**src/rtl/glyph_pixel_renderer_pkg.sv**
```systemverilog
// Shared constants for the glyph pixel renderer: colours, glyph geometry, pipeline depth.
// INVERSE_VIDEO_EN selects a 128-glyph font (10-bit ROM address) with bit 7 as inverse flag.
package glyph_pixel_renderer_pkg;

  typedef logic [2:0] color_t;

  localparam color_t BLACK   = 3'b000;
  localparam color_t BLUE    = 3'b001;
  localparam color_t GREEN   = 3'b010;
  localparam color_t CYAN    = 3'b011;
  localparam color_t RED     = 3'b100;
  localparam color_t MAGENTA = 3'b101;
  localparam color_t YELLOW  = 3'b110;
  localparam color_t WHITE   = 3'b111;

  localparam int GLYPH_W  = 8;
  localparam int GLYPH_H  = 8;
  localparam int PIPE_LAT = 4;

`ifdef INVERSE_VIDEO_EN
  localparam int ROM_AW = 10;
`else
  localparam int ROM_AW = 11;
`endif

endpackage

```
**src/rtl/glyph_pixel_renderer_if.sv**
```systemverilog
// Pixel-stream bundle between the beam/text components and the glyph renderer.
// master drives beam position, syncs and component outputs; slave returns RGB and delayed syncs.
interface glyph_pixel_renderer_if;
  logic [9:0] x;
  logic [9:0] y;
  logic       active_in;
  logic       hsync_in;
  logic       vsync_in;
  logic [7:0] char_in;
  logic [2:0] color_in;
  logic [1:0] zoom_in;
  logic       h2a_in;
  logic [2:0] rgb;
  logic       hsync;
  logic       vsync;

  modport master (
    output x, y, active_in, hsync_in, vsync_in, char_in, color_in, zoom_in, h2a_in,
    input  rgb, hsync, vsync
  );

  modport slave (
    input  x, y, active_in, hsync_in, vsync_in, char_in, color_in, zoom_in, h2a_in,
    output rgb, hsync, vsync
  );
endinterface

```
**src/rtl/glyph_pixel_renderer_font_rom.sv**
```systemverilog
// Synchronous-read 8x8 font ROM, one glyph row per address {code,row}, 1-cycle latency.
// Built-in image: digits and A-F drawn, code 0 and space blank, any other code draws a box.
module glyph_pixel_renderer_font_rom
  import glyph_pixel_renderer_pkg::*;
#(
  parameter int ADDR_W = ROM_AW
) (
  input  logic              clk,
  input  logic [ADDR_W-1:0] addr,
  output logic [7:0]        data
);

  function automatic logic [63:0] bitmap(input logic [7:0] code);
    case (code)
      8'h00, 8'h20: bitmap = 64'h0000000000000000;
      8'h30: bitmap = 64'h3C666E7666663C00;
      8'h31: bitmap = 64'h1838181818187E00;
      8'h32: bitmap = 64'h3C66060C18307E00;
      8'h33: bitmap = 64'h3C66061C06663C00;
      8'h34: bitmap = 64'h0C1C3C6C7E0C0C00;
      8'h35: bitmap = 64'h7E607C0606663C00;
      8'h36: bitmap = 64'h3C60607C66663C00;
      8'h37: bitmap = 64'h7E060C1830303000;
      8'h38: bitmap = 64'h3C66663C66663C00;
      8'h39: bitmap = 64'h3C66663E06063C00;
      8'h41: bitmap = 64'h183C66667E666600;
      8'h42: bitmap = 64'h7C66667C66667C00;
      8'h43: bitmap = 64'h3C66606060663C00;
      8'h44: bitmap = 64'h786C6666666C7800;
      8'h45: bitmap = 64'h7E60607C60607E00;
      8'h46: bitmap = 64'h7E60607C60606000;
      default: bitmap = 64'hFF818181818181FF;
    endcase
  endfunction

  function automatic logic [7:0] glyph_row(input logic [ADDR_W-1:0] a);
    logic [63:0] sh;
    sh = bitmap(8'(a[ADDR_W-1:3])) << {a[2:0], 3'b000};
    glyph_row = sh[63:56];
  endfunction

  always_ff @(posedge clk) begin
    data <= glyph_row(addr);
  end

endmodule

```
**src/rtl/glyph_pixel_renderer.sv**
```systemverilog
// Four-stage text pixel renderer: aligns beam with component outputs, reads the font ROM and
// emits RGB plus equally delayed syncs. Define INVERSE_VIDEO_EN for per-char inverse video.
module glyph_pixel_renderer
  import glyph_pixel_renderer_pkg::*;
#(
  parameter color_t BG_COLOR  = BLACK,
  parameter logic   SYNC_IDLE = 1'b1
) (
  input  logic px_clk,
  input  logic reset,
  glyph_pixel_renderer_if.slave pix
);

  function automatic logic [7:0] hex2ascii(input logic [3:0] n);
    hex2ascii = (n < 4'd10) ? (8'h30 + {4'h0, n}) : (8'h37 + {4'h0, n});
  endfunction

  logic [9:0] x0, y0;
  logic       act0, hs0, vs0;

  logic [7:0] code1;
  logic [2:0] row1, col1;
  color_t     color1;
  logic       act1, hs1, vs1;

  logic [7:0] glyph2;
  logic [2:0] col2;
  color_t     color2;
  logic       act2, hs2, vs2;

  color_t     rgb_q;
  logic       hsync_q, vsync_q;

  logic [7:0] code_s1;
  logic [9:0] xs, ys;
  logic [ROM_AW-1:0] rom_addr;
  logic       glyph_bit, lit;
  logic       unused_bits;

  always_comb begin
    code_s1 = pix.h2a_in ? hex2ascii(pix.char_in[3:0]) : pix.char_in;
    xs      = x0 >> pix.zoom_in;
    ys      = y0 >> pix.zoom_in;
  end

  assign unused_bits = ^{xs[9:3], ys[9:3]};

  // Sync stages reset to SYNC_IDLE so the pins stay idle while the pipeline refills.
  always_ff @(posedge px_clk or posedge reset) begin
    if (reset) begin
      x0     <= '0;
      y0     <= '0;
      act0   <= 1'b0;
      hs0    <= SYNC_IDLE;
      vs0    <= SYNC_IDLE;
      code1  <= '0;
      row1   <= '0;
      col1   <= '0;
      color1 <= '0;
      act1   <= 1'b0;
      hs1    <= SYNC_IDLE;
      vs1    <= SYNC_IDLE;
      col2   <= '0;
      color2 <= '0;
      act2   <= 1'b0;
      hs2    <= SYNC_IDLE;
      vs2    <= SYNC_IDLE;
    end else begin
      x0     <= pix.x;
      y0     <= pix.y;
      act0   <= pix.active_in;
      hs0    <= pix.hsync_in;
      vs0    <= pix.vsync_in;
      code1  <= code_s1;
      row1   <= ys[2:0];
      col1   <= xs[2:0];
      color1 <= pix.color_in;
      act1   <= act0;
      hs1    <= hs0;
      vs1    <= vs0;
      col2   <= col1;
      color2 <= color1;
      act2   <= act1;
      hs2    <= hs1;
      vs2    <= vs1;
    end
  end

`ifdef INVERSE_VIDEO_EN
  logic inv2;

  always_ff @(posedge px_clk or posedge reset) begin
    if (reset) inv2 <= 1'b0;
    else       inv2 <= code1[7];
  end

  assign rom_addr = {code1[6:0], row1};
  assign lit      = glyph_bit ^ inv2;
`else
  assign rom_addr = {code1, row1};
  assign lit      = glyph_bit;
`endif

  glyph_pixel_renderer_font_rom #(.ADDR_W(ROM_AW)) u_font_rom (
    .clk  (px_clk),
    .addr (rom_addr),
    .data (glyph2)
  );

  assign glyph_bit = glyph2[3'd7 - col2];

  always_ff @(posedge px_clk or posedge reset) begin
    if (reset) begin
      rgb_q   <= BG_COLOR;
      hsync_q <= SYNC_IDLE;
      vsync_q <= SYNC_IDLE;
    end else begin
      rgb_q   <= (act2 && lit) ? color2 : BG_COLOR;
      hsync_q <= hs2;
      vsync_q <= vs2;
    end
  end

  assign pix.rgb   = rgb_q;
  assign pix.hsync = hsync_q;
  assign pix.vsync = vsync_q;

endmodule
```
**src/flat_wrapper.sv**
```systemverilog
// flat-port wrapper written by rule: the top's interface ports become plain ports
module glyph_pixel_renderer_flat import glyph_pixel_renderer_pkg::*;
#(
  parameter color_t BG_COLOR  = BLACK,
  parameter logic   SYNC_IDLE = 1'b1
)
  (px_clk, reset, pix_x, pix_y, pix_active_in, pix_hsync_in, pix_vsync_in, pix_char_in, pix_color_in, pix_zoom_in, pix_h2a_in, pix_rgb, pix_hsync, pix_vsync);
  glyph_pixel_renderer_if pix_i ();
  input  logic px_clk;
  input  logic reset;
  input wire logic [$bits(pix_i.x)-1:0] pix_x;
  input wire logic [$bits(pix_i.y)-1:0] pix_y;
  input wire logic [$bits(pix_i.active_in)-1:0] pix_active_in;
  input wire logic [$bits(pix_i.hsync_in)-1:0] pix_hsync_in;
  input wire logic [$bits(pix_i.vsync_in)-1:0] pix_vsync_in;
  input wire logic [$bits(pix_i.char_in)-1:0] pix_char_in;
  input wire logic [$bits(pix_i.color_in)-1:0] pix_color_in;
  input wire logic [$bits(pix_i.zoom_in)-1:0] pix_zoom_in;
  input wire logic [$bits(pix_i.h2a_in)-1:0] pix_h2a_in;
  output wire logic [$bits(pix_i.rgb)-1:0] pix_rgb;
  output wire logic [$bits(pix_i.hsync)-1:0] pix_hsync;
  output wire logic [$bits(pix_i.vsync)-1:0] pix_vsync;
  assign pix_i.x = pix_x;
  assign pix_i.y = pix_y;
  assign pix_i.active_in = pix_active_in;
  assign pix_i.hsync_in = pix_hsync_in;
  assign pix_i.vsync_in = pix_vsync_in;
  assign pix_i.char_in = pix_char_in;
  assign pix_i.color_in = pix_color_in;
  assign pix_i.zoom_in = pix_zoom_in;
  assign pix_i.h2a_in = pix_h2a_in;
  assign pix_rgb = pix_i.rgb;
  assign pix_hsync = pix_i.hsync;
  assign pix_vsync = pix_i.vsync;
  glyph_pixel_renderer #(.BG_COLOR(BG_COLOR), .SYNC_IDLE(SYNC_IDLE)) u_core (.px_clk(px_clk), .reset(reset), .pix(pix_i));
endmodule
```
**config.mk**
```make
export PLATFORM = sky130hd
export DESIGN_NAME = glyph_pixel_renderer_flat
export DESIGN_NICKNAME = d
export VERILOG_FILES = /design/src/rtl/glyph_pixel_renderer_pkg.sv /design/src/rtl/glyph_pixel_renderer_if.sv /design/src/rtl/glyph_pixel_renderer_font_rom.sv /design/src/rtl/glyph_pixel_renderer.sv /design/src/flat_wrapper.sv
export SDC_FILE = /design/constraint.sdc
export NUM_CORES = 1
export LEC_CHECK = 0
export ABC_AREA = 1
export CELL_PAD_IN_SITES_DETAIL_PLACEMENT = 1
export CELL_PAD_IN_SITES_GLOBAL_PLACEMENT = 1
export CORE_ASPECT_RATIO = 1.75
export CORE_MARGIN = 2
export CORE_UTILIZATION = 45
export CTS_BUF_LIST = sky130_fd_sc_hd__clkbuf_4
export DETAILED_ROUTE_END_ITERATION = 16
export HOLD_SLACK_MARGIN = 0.05
export PLACE_DENSITY = 0.85
export SLEW_MARGIN = 40
export SYNTH_ARGS = -nofsm -noshare
export SYNTH_HDL_FRONTEND = slang
export SYNTH_SLANG_ARGS = --single-unit
```
**constraint.sdc**
```tcl
create_clock -name px_clk -period 2.3 [get_ports px_clk]
set_input_delay 0.46 -clock px_clk [delete_from_list [all_inputs] [get_ports px_clk]]
set_output_delay 0.46 -clock px_clk [all_outputs]
set_load 0.05 [all_outputs]
```
=== After elaboration in Yosys (flattened, before gate mapping) ===
Index checks and enable logic that the tools add are counted.

* Flip-flop bits (word level): 65
* Output and inout port bits: 5

* Reduce and logical (&&, ||, !) cells: 3
* Equality and inequality tests: 17
* $lt $le $gt $ge: 2
* Add/sub/neg operators: 3
* Multiplexer cells: 6
* Shift operators: 3

{| class="wikitable"
|+ Operators by type and width
! cell !! number
|-
| $pmux W64 S17 || 1
|-
| $eq A8 B6 Y1 const B || 11
|-
| $shl A64 B6 Y64 || 1
|-
| $eq A8 B7 Y1 const B || 6
|-
| $shr A10 B2 Y3 || 2
|-
| $mux W8 || 2
|-
| $add A6 B4 Y7 const A || 2
|-
| $logic_not A8 Y1 || 1
|-
| $lt A3 B4 Y1 const B || 1
|-
| $lt A4 B4 Y1 const B || 1
|-
| $bmux W1 S3 || 1
|-
| $mux W3 || 1
|-
| $sub A3 B3 Y3 const A || 1
|-
| $reduce_or A2 Y1 || 1
|-
| $logic_and A1 B1 Y1 || 1
|-
| $mux W1 || 1
|}

=== Logic depth before layout (Yosys ltp) ===
Gate-level depths: netlist (run 1).

* Word-level depth: 5
* Mapped depth: 15
* Gate-level depth less buffers: 15

=== By module ===
From an unflattened synthesis (run 1), not the netlist that was laid out.

* Cell total of the unflattened synthesis: 404
* Area, all modules: 2987.9 µm²

{| class="wikitable"
|+ By module, submodules not included
! module !! cells each !! area each (µm²) !! instances
|-
| glyph_pixel_renderer || 131 || 1650.3 || 1
|-
| glyph_pixel_renderer_font_rom || 273 || 1337.5 || 1
|}

=== Worst setup path before layout (run 1) ===
OpenSTA, ideal clock, no wires.

* Path type: flip-flop to flip-flop
* From: reg u_core.code1[7]
* To: reg u_core.u_font_rom.data[2]
* Stages on the path, launching flop included: 15
* Slack: 719 ps
* Arrival: 1469 ps
* Path buffers: 0
* Path through: dfrtp_1 -> inv_1 -> nand2_1 -> nor2_4 -> nand2_2 -> nand2_4 -> inv_2 -> nand2_4 -> nor2_8 -> nand4_4 -> nand2_1 -> nand2_1 -> nand2_1 -> nand2_1 -> nand2_1

* Longest elaborated chain between the ends: 4
* Elaborated cells on any way between the ends: 21
* Those cells by class: eq/ne (17); shift (1); mux (1); reduce/logical (2)

{| class="wikitable"
|+ Ends and longest elaborated chain
! item !! line !! text
|-
| from (decl) || glyph_pixel_renderer.sv:21 || <nowiki>logic [7:0] code1;</nowiki>
|-
| from (signal assigned) || glyph_pixel_renderer.sv:74 || <nowiki>code1 <= code_s1;</nowiki>
|-
| $eq A8 B6 Y1 or $logic_not A8 Y1 (tied branches) || glyph_pixel_renderer_font_rom.sv:14 || <nowiki>case (code)</nowiki>
|-
| $reduce_or A2 Y1 || glyph_pixel_renderer_font_rom.sv:14 ||
|-
| $pmux W64 S17 (*) || glyph_pixel_renderer_font_rom.sv:14 ||
|-
| $shl A64 B6 Y64 (*) || glyph_pixel_renderer_font_rom.sv:38 || <nowiki>sh = bitmap(8'(a[ADDR_W-1:3])) << {a[2:0], 3'b000};</nowiki>
|-
| to (signal assigned) || glyph_pixel_renderer_font_rom.sv:43 || <nowiki>data <= glyph_row(addr);</nowiki>
|-
| to (decl) || glyph_pixel_renderer_font_rom.sv:10 || <nowiki>output logic [7:0] data</nowiki>
|}

Mark *: on every way between the ends. The rest lies on a longest branch, timed or not.

=== Worst setup path in the final report (run 1) ===
* From: reg u_core.vsync_q (netlist: u_core.pix.vsync)
* To: out pix_vsync

{| class="wikitable"
|+ RTL lines
! item !! line !! text
|-
| from (decl) || glyph_pixel_renderer.sv:32 || <nowiki>logic hsync_q, vsync_q;</nowiki>
|-
| from (signal assigned) || glyph_pixel_renderer.sv:120 || <nowiki>vsync_q <= vs2;</nowiki>
|-
| to (decl) || flat_wrapper.sv:22 || <nowiki>output wire logic [$bits(pix_i.vsync)-1:0] pix_vsync;</nowiki>
|}

No word-level cell between the ends.

==> impl_metrics.ini, run 1 <==
[global_routing]
grt_overflow = 0
grt_use_total = 0.2553
antenna_found_initial = 1
grt_pass1_wl_um = 14260
grt_pass1_vias = 3102
grt_max_degree = 28

[floorplan]
core_um2 = 6490
fp.dieW_um = 65.71
rows = 39
start_util = 0.4621
die_h_um = 112.0
dieArea_um2 = 7359
pin_count = 44

[route]
drc_errors = 0
drtPass1Iterations = 4
ant_nets = 0
drt_iter0_markers = 84
via_count = 2725
post_drt_wl_per_cell_um = 16.86
finalWirelength_um = 8497
viasPerCell = 5.407

[sta]
drv_slew = 0
finalSetupTns_ns = 0
rsz0062_at_grt = false
min_period_ns = 2.203
setup_viol = 0
slew_headroom = 0.5908
max_freq_ghz = 0.4539
finalHoldViolCount = 0
worst_slew_pin_slew_ns = 0.6110
fin_crit_sh = 0.9579
skew_ns = 0.01732

[logic_synthesis]
synth_ff_type = dfrtp_1
yosysMostFrequentCell = nand2_1
synth_area_per_cell_um2 = 7.872
syn_nets = 421
synth_top_cell_area_share = 0.3421
synth_edf_count = 0
synth.cell_area_um2 = 2999
synth_async_sr_flop_share = 0.8750
yosys-top-cells-area = dfrtp_1 34%, nand2_1 11%, dfstp_2 7.0%
synth_cells = 381
seq_area_frac_synth = 0.4589
synth_top_cell_by_area = dfrtp_1
ys_types = 35
ys_ff_latch = 56
synth_common_cells = 84 x nand2_1, 56 x nor2_1, 41 x dfrtp_1
ys_warn_count = 0

[cts]
path_clk_slew_ns = 0.16
cts_resized = 0
worstSkewPairLatency_ns = 0.39
cts_max_path_buffers = 2
cts_setup_buffers = 0
postCtsHoldBufs = 0
h-tree-depth = 2
cts_tree = yes
root_buffer = clkbuf_4
clock-sinks = 56
cts_buffers = 5

[worst_hold_path]
min_path_type = input port to async pin

[critical_path]
required_ns = 1.84
cpMaxStageDelayCell = clkdlybuf4s50_1
crit_family = buffers and inverters
cp_cell_sequence = clkdlybuf4s50_1
arrival_ns = 1.74
cp_num_buf_inv = 1
cpPeakStageDelay_ns = 0.81
worstSetupPathType = register to output pin
crit_path_max_fanout = 1
end_kind = output pin
startpoint_type = register

[final_layout]
finish.utilization = 0.5417
area_delta_synth_final_pct = 17.23
drive_gt1_frac = 0.1425
fillers = 817
nNetsFinal = 460
final_area_um2 = 3516

[flow_run]
cap_violations = 0

[power_and_ir_drop]
p_per_area_nw_per_um2 = 576.8
ir_drop_uv = 417.5
cellLeakagePower_uw = 0.001759

[placement]
portBuffers = 35
routabilityCongestion = 0.9869
hpwlAfterDp_um = 6989
dpl-instance-area_um2 = 3455

[outcome]
outcome = finished clean
[through the flow]
step / std cells / setup slack [ns] / hold slack [ns] / total power, uW
after global routing: 504 / 0.04657 / 0.3449 / 2153
after detailed placement: 495 / 0.3395 / 0.3358 / 1602
final: 504 / 0.09692 / 0.3312 / 2028
after global placement: 495 / 0.3980 / 0.3313 / 1569
after floorplan: 381 / 0.6804 / 0.3312 / 1425
after CTS: 503 / 0.06801 / 0.3286 / 2050
[metal layers]
layer / vias up / global-route usage / routed length (um)
met4: 0 / 0.1792 / 593
met3: 42 / 0.03636 / 199
li1: 1322 / - / -
met1: 1287 / 0.2530 / 2974
met2: 74 / 0.4640 / 4729
met5: - / 0 / 0
[cells by family (layout without fill, tap and decap cells)]
kind of cell / after synthesis / count (layout) / synth area share
xor+xnor: 1 / 1 / 0.002921
fa+ha+maj: 1 / 1 / 0.004171
flops: 56 / 56 / 0.4589
compound gates: 55 / 55 / 0.1076
other cells: 0 / 1 / 0
buf+inv: 47 / 87 / 0.06049
mux: 3 / 3 / 0.01001
simple gates: 218 / 218 / 0.3559
[layout make-up]
| cell class | instances | area [um^2] | area share |
|---|---|---|---|
| multi-input combinational | 278 | 1441 | 0.4100 |
| clock buffer | 5 | 37.54 | 0.01068 |
| inverter | 39 | 146.4 | 0.04164 |
| clock inverter | 3 | 21.27 | 0.006050 |
| antenna | 1 | 2.502 | 0.0007117 |
| timing repair buffer | 40 | 387.9 | 0.1103 |
| sequential | 56 | 1376 | 0.3915 |
| tap | 82 | 102.6 | 0.02918 |
[sequential cells by signal, summed over array words and instances (netlist names), 3 cells and up]
| signal | cells |
|---|---|
| u_core.code1 | 8 |
| u_core.u_font_rom.data | 7 |
| u_core.x0 | 6 |
| u_core.y0 | 6 |
| u_core.col1 | 3 |
| u_core.col2 | 3 |
| u_core.color1 | 3 |
| u_core.color2 | 3 |
| u_core.pix.rgb | 3 |
| u_core.row1 | 3 |
[placed cells by master (no fill, tap or decap), types with 3 or more instances in the layout]
cell type / instances
inv_1: 30
dfrtp_1: 41
o21ai_0: 16
dfstp_2: 8
buf_4: 5
o21ai_1: 6
nor2_1: 56
nand3_1: 34
clkdlybuf4s50_1: 35
o31ai_1: 3
o22ai_1: 4
clkbuf_4: 5
nand2_1: 84
nor2_2: 7
nand2_2: 11
mux2i_1: 3
inv_2: 8
nand4_1: 7
a21oi_1: 13
nor3_1: 4
nand2_4: 5
o211ai_1: 6
nand3b_1: 3
nor2_4: 3
dfxtp_1: 7
[worst paths after layout]
check / from / end / slack [ns] / cells after the start
min reg2reg: u_core.col1[2] / u_core.col2[2] / 0.35 / 0
max in group asynchronous: reset / u_core.x0[4] / 1.41 / 3
max reg2reg: u_core.code1[4] / u_core.u_font_rom.data[3] / 0.30 / 12
min: reset / u_core.col1[0] / 0.33 / 2
min in group px_clk: u_core.col1[2] / u_core.col2[2] / 0.35 / 0
max: u_core.pix.vsync / pix_vsync / 0.1 / 1
[power by group]
| group | internal [uW] | total (uW) | switching [uW] |
|---|---|---|---|
| logic | 175 | 461 | 286 |
| clock network | 122 | 447 | 325 |
| registers | 1070 | 1120 | 52.5 |
| total | 1360 | 2030 | 664 |
Note: power is estimated with default switching activity, not from simulation.
==> inputs of run 2 (changes only) <==
CORE_MARGIN = not set   (was 2)
CORE_UTILIZATION = 42   (was 45)
PLACE_DENSITY = 0.8   (was 0.85)
==> run 2 against run 1 <==
Against the previous run:
- sequential power barely moved
- final area fell by 0.28%
- routed wire length fell by 4.1%
- combinational power fell by 2%
- via count rose by 0.48%
- count of clock-buffer cells in the layout did not move
- first-iteration DRC count rose by 57%
- hold slack improved by 0.025 ns
- sequential cell count did not move
- critical path depth did not move
- core utilization fell by 3.4 points
- maximum frequency fell by 0.22%
- critical path type unchanged
- critical endpoint is now pix_hsync
- largest power group unchanged
==> impl_metrics.ini, run 2 (synthesis gave the netlist of run 1 again) <==
[critical_path]
startpoint_type = register
cp_num_buf_inv = 1
worstSetupPathType = register to output pin
required_ns = 1.84
crit_path_max_fanout = 1
rr_worst_depth = 8
rr_endpoint = u_core.u_font_rom.data[2]
cpPeakStageDelay_ns = 0.81
crit_family = buffers and inverters
cp_cell_sequence = clkdlybuf4s50_1
end_kind = output pin
r2r_start = u_core.code1[1]
arrival_ns = 1.75
r2r_slack_ns = 0.30
cpMaxStageDelayCell = clkdlybuf4s50_1

[sta]
finalSetupTns_ns = 0
fin_crit_sh = 0.9599
min_period_ns = 2.208
drv_slew = 0
slew_headroom = 0.5826
worst_slew_pin_slew_ns = 0.6233
finalWorstSetupSlack_ns = 0.09212
finalHoldViolCount = 0
rsz0062_at_grt = false
setup_viol = 0
max_freq_ghz = 0.4529
skew_ns = 0.01649

[floorplan]
start_util = 0.4342
core_um2 = 6907
die_h_um = 113.8
pin_count = 44
rows = 40
fp.dieW_um = 65.88
dieArea_um2 = 7496

[placement]
hpwlAfterDp_um = 6769
dp_worst_setup_slack_ns = 0.3366
portBuffers = 35
routabilityCongestion = 0.9546

[final_layout]
fillers = 865
drive_gt1_frac = 0.1405
largest_reg_flops = 8
top_register = u_core.code1
antennaDiodeCount = 0
nNetsFinal = 459
layout_commonest_cell = nand2_1
area_delta_synth_final_pct = 16.90
reg.largest.list = u_core.code1 x8, u_core.u_font_rom.data x7
multiInputGateArea_um2 = 1441
final_cell_mix = 84 x nand2_1, 56 x nor2_1, 41 x dfrtp_1
ff_latch_area_um2 = 1376

[power_and_ir_drop]
p_sw_uw = 624.0
ir_drop_uv = 474.3
p_per_area_nw_per_um2 = 565.7
pwr-share-clk = 0.208
power.internal_uw = 1359
cellLeakagePower_uw = 0.001758
p_seq_frac = 0.564
comb_power_share = 0.228
sw_frac_of_total = 0.3146

[cts]
root_buffer = clkbuf_4
h-tree-depth = 2
postCtsHoldBufs = 0
cts_buffers = 5
path_clk_slew_ns = 0.15
cts_max_path_buffers = 2
clock-sinks = 56
cts_setup_buffers = 0
cts_resized = 0
cts_tree = yes
worstSkewPairLatency_ns = 0.39

[global_routing]
grt_pass1_wl_um = 13740
antenna_found_initial = 0
grt_pass1_vias = 2968
grt_use_total = 0.2469
grt_overflow = 0
grt_max_degree = 50

[route]
via_count = 2738
viasPerCell = 5.433
drtPass1Iterations = 4
drt_iter0_markers = 132
post_drt_wl_per_cell_um = 16.17
drc_errors = 0
ant_nets = 0
finalWirelength_um = 8149

[flow_run]
cap_violations = 0

[worst_hold_path]
hold_start = u_core.hs1
hold_end = u_core.hs2
min_path_type = register to register
min_path_cells = 0

[outcome]
outcome = finished clean
[run 2: worst max-delay path by stage]
stage                                 from                        end  slack, ns  cells past startpoint
after floorplan                      reset                u_core.act0       0.68                      1
after global placement     u_core.code1[5]  u_core.u_font_rom.data[4]       0.39                     14
after detailed placement   u_core.code1[0]  u_core.u_font_rom.data[2]       0.34                     12
after CTS                 u_core.pix.hsync                  pix_hsync       0.05                      1
after global routing      u_core.pix.hsync                  pix_hsync       0.04                      1
final                     u_core.pix.hsync                  pix_hsync       0.09                      1
[run 2: layout make-up]
class                   count  area share
multi-input cells         278      0.4111
flip-flops and latches     56      0.3926
repair buffers             39      0.1085
inverters                  39     0.04176
well taps                  84     0.02998
clock buffers               5     0.01071
clock inverters             3    0.005353
[run 2: routing by layer]
metal  part of all wire  vias to the layer above  global-route usage  wire [um]
li1                   -                     1321                   -          -
met1               0.34                     1323              0.2338       2794
met2               0.58                       65              0.4728       4731
met3              0.028                       29             0.04300        230
met4              0.048                        0              0.1391        393
met5                  0                        -                   0          0
[run 2: per-stage QoR]
stage / total power [uW] / hold slack, ns / std cells / instance area, um^2 / util
after floorplan: 1425 / 0.3312 / 381 / 2999 / -
after global placement: 1569 / 0.3313 / 496 / 3450 / 0.4995
after detailed placement: 1594 / 0.3363 / 496 / 3450 / 0.4995
after CTS: 2017 / 0.3591 / 504 / 3506 / 0.5076
after global routing: 2115 / 0.3718 / 504 / 3506 / 0.5076
final: 1983 / 0.3562 / 504 / 3506 / 0.5076
[run 2: power by group through the flow]
stage	clock (uW)	combinational, uW	sequential (uW)
floorplan	0	283	1140
global placement	0	436	1130
detailed placement	0	453	1140
CTS	441	455	1120
global route	477	507	1130
finish	412	451	1120
==> inputs of run 3 (changes only) <==
CORE_UTILIZATION = 30   (was 42)
PLACE_DENSITY = 0.6   (was 0.8)
SKIP_CTS_REPAIR_TIMING = 1   (was not set)
==> run 3 against run 2 <==
Against the previous run:
- hold slack improved by 0.0018 ns
- combinational power rose by 1%
- total power rose by 0.61%
- global-route usage fell by 8.1 points
- largest cell class unchanged
==> impl_metrics.ini, run 3 (synthesis gave the netlist of run 1 again) <==
[sta]
min_period_ns = 2.186
fin_crit_sh = 0.9506
rsz0062_at_grt = false
worst_slew_pin_slew_ns = 0.6244
drv_slew = 0
max_freq_ghz = 0.4574
skew_ns = 0.02076
slew_headroom = 0.5819
finalHoldViolCount = 0
finalSetupTns_ns = 0
setup_viol = 0

[critical_path]
crit_path_max_fanout = 1
cpMaxStageDelayCell = clkdlybuf4s50_1
arrival_ns = 1.73
required_ns = 1.84
cp_cell_sequence = clkdlybuf4s50_1
startpoint_type = register
worstSetupPathType = register to output pin
end_kind = output pin
cp_num_buf_inv = 1
crit_family = buffers and inverters
cpPeakStageDelay_ns = 0.80

[cts]
h-tree-depth = 2
cts_buffers = 5
worstSkewPairLatency_ns = 0.39
clock-sinks = 56
path_clk_slew_ns = 0.15
cts_tree = yes
cts_max_path_buffers = 2
root_buffer = clkbuf_4

[floorplan]
dieArea_um2 = 10420
die_h_um = 134.3
start_util = 0.3129
pin_count = 44
rows = 47
core_um2 = 9585
fp.dieW_um = 77.58

[route]
drt_iter0_markers = 98
finalWirelength_um = 7968
via_count = 2692
drtPass1Iterations = 4
post_drt_wl_per_cell_um = 14.67
viasPerCell = 4.958
ant_nets = 0
drc_errors = 0

[placement]
portBuffers = 35
hpwlAfterDp_um = 6536
routabilityCongestion = 0.8754

[power_and_ir_drop]
comb_power_share = 0.229
cellLeakagePower_uw = 0.001759
fin_total_pwr_uw = 1995
p_per_area_nw_per_um2 = 559.9
pwr-share-clk = 0.214
p_sw_uw = 630.4
sw_frac_of_total = 0.3160
power.internal_uw = 1365
p_seq_frac = 0.557
ir_drop_uv = 419.3

[flow_run]
cap_violations = 0

[global_routing]
grt_max_degree = 50
grt_use_total = 0.1655
grt_pass1_wl_um = 13220
grt_overflow = 0
grt_pass1_vias = 2849
antenna_found_initial = 0

[final_layout]
area_delta_synth_final_pct = 18.82
top_register = u_core.code1
antennaDiodeCount = 0
layout_commonest_cell = nand2_1
largest_reg_flops = 8
nNetsFinal = 460
final_cell_mix = 84 x nand2_1, 56 x nor2_1, 41 x dfrtp_1
drive_gt1_frac = 0.1425
reg.largest.list = u_core.code1 x8, u_core.u_font_rom.data x7

[outcome]
outcome = finished clean

[worst_hold_path]
min_path_type = register to register
[run 3: layout make-up]
type,instances,area [um^2]
inverters,39,146.4
repair buffers,40,387.9
multi-input cells,278,1441
flip-flops and latches,56,1376
clock inverters,3,21.27
fillers,1170,6022
well taps,122,152.6
clock buffers,5,37.54
[run 3: final timing paths]
check | from | end | slack, ns | depth (start not counted)
setup / recovery | u_core.pix.hsync | pix_hsync | 0.11 | 1
setup reg to reg | u_core.code1[7] | u_core.u_font_rom.data[4] | 0.32 | 11
min in group asynchronous | reset | u_core.col2[1] | 0.53 | 3
hold / removal | u_core.hs0 | u_core.hs1 | 0.36 | 0
max in group asynchronous | reset | u_core.row1[2] | 1.37 | 3
hold reg to reg | u_core.hs0 | u_core.hs1 | 0.36 | 0
[run 3: power by group through the flow]
stage          Clock, uW  Combinational, uW  Sequential (uW)
6_report             428                456             1110
5_1_grt              495                516             1120
4_1_cts              458                463             1110
3_5_place_dp           0                462             1130
3_3_place_gp           0                454             1130
2_1_floorplan          0                283             1140
[run 3: stage by stage]
step / cells / utilization / instance area (um^2) / setup slack, ns / hold slack [ns]
after detailed placement: 535 / 0.3656 / 3505 / 0.3143 / 0.3373
after CTS: 543 / 0.3718 / 3563 / 0.09089 / 0.3526
after global routing: 543 / 0.3718 / 3563 / 0.01965 / 0.3550
after global placement: 535 / 0.3656 / 3505 / 0.3729 / 0.3319
after floorplan: 381 / - / 2999 / 0.6804 / 0.3312
final: 543 / 0.3718 / 3563 / 0.1135 / 0.3580
[run 3: routing by layer]
layer / global-route usage / routed length, um / up-vias
met1: 0.1623 / 2937 / 1294
met5: 0 / 0 / -
met2: 0.3171 / 4446 / 50
met3: 0.02585 / 185 / 24
li1: - / - / 1324
met4: 0.09958 / 399 / 0
[run 3: worst reg2reg max path, delay by kind of cell, from the launching register on]
family / cells / cell delay, ns
buffers and inverters: 2 / 0.13
flip-flops: 1 / 0.40
AO/OA/AOI/OAI: 1 / 0.38
AND/OR/NAND/NOR: 8 / 1.05
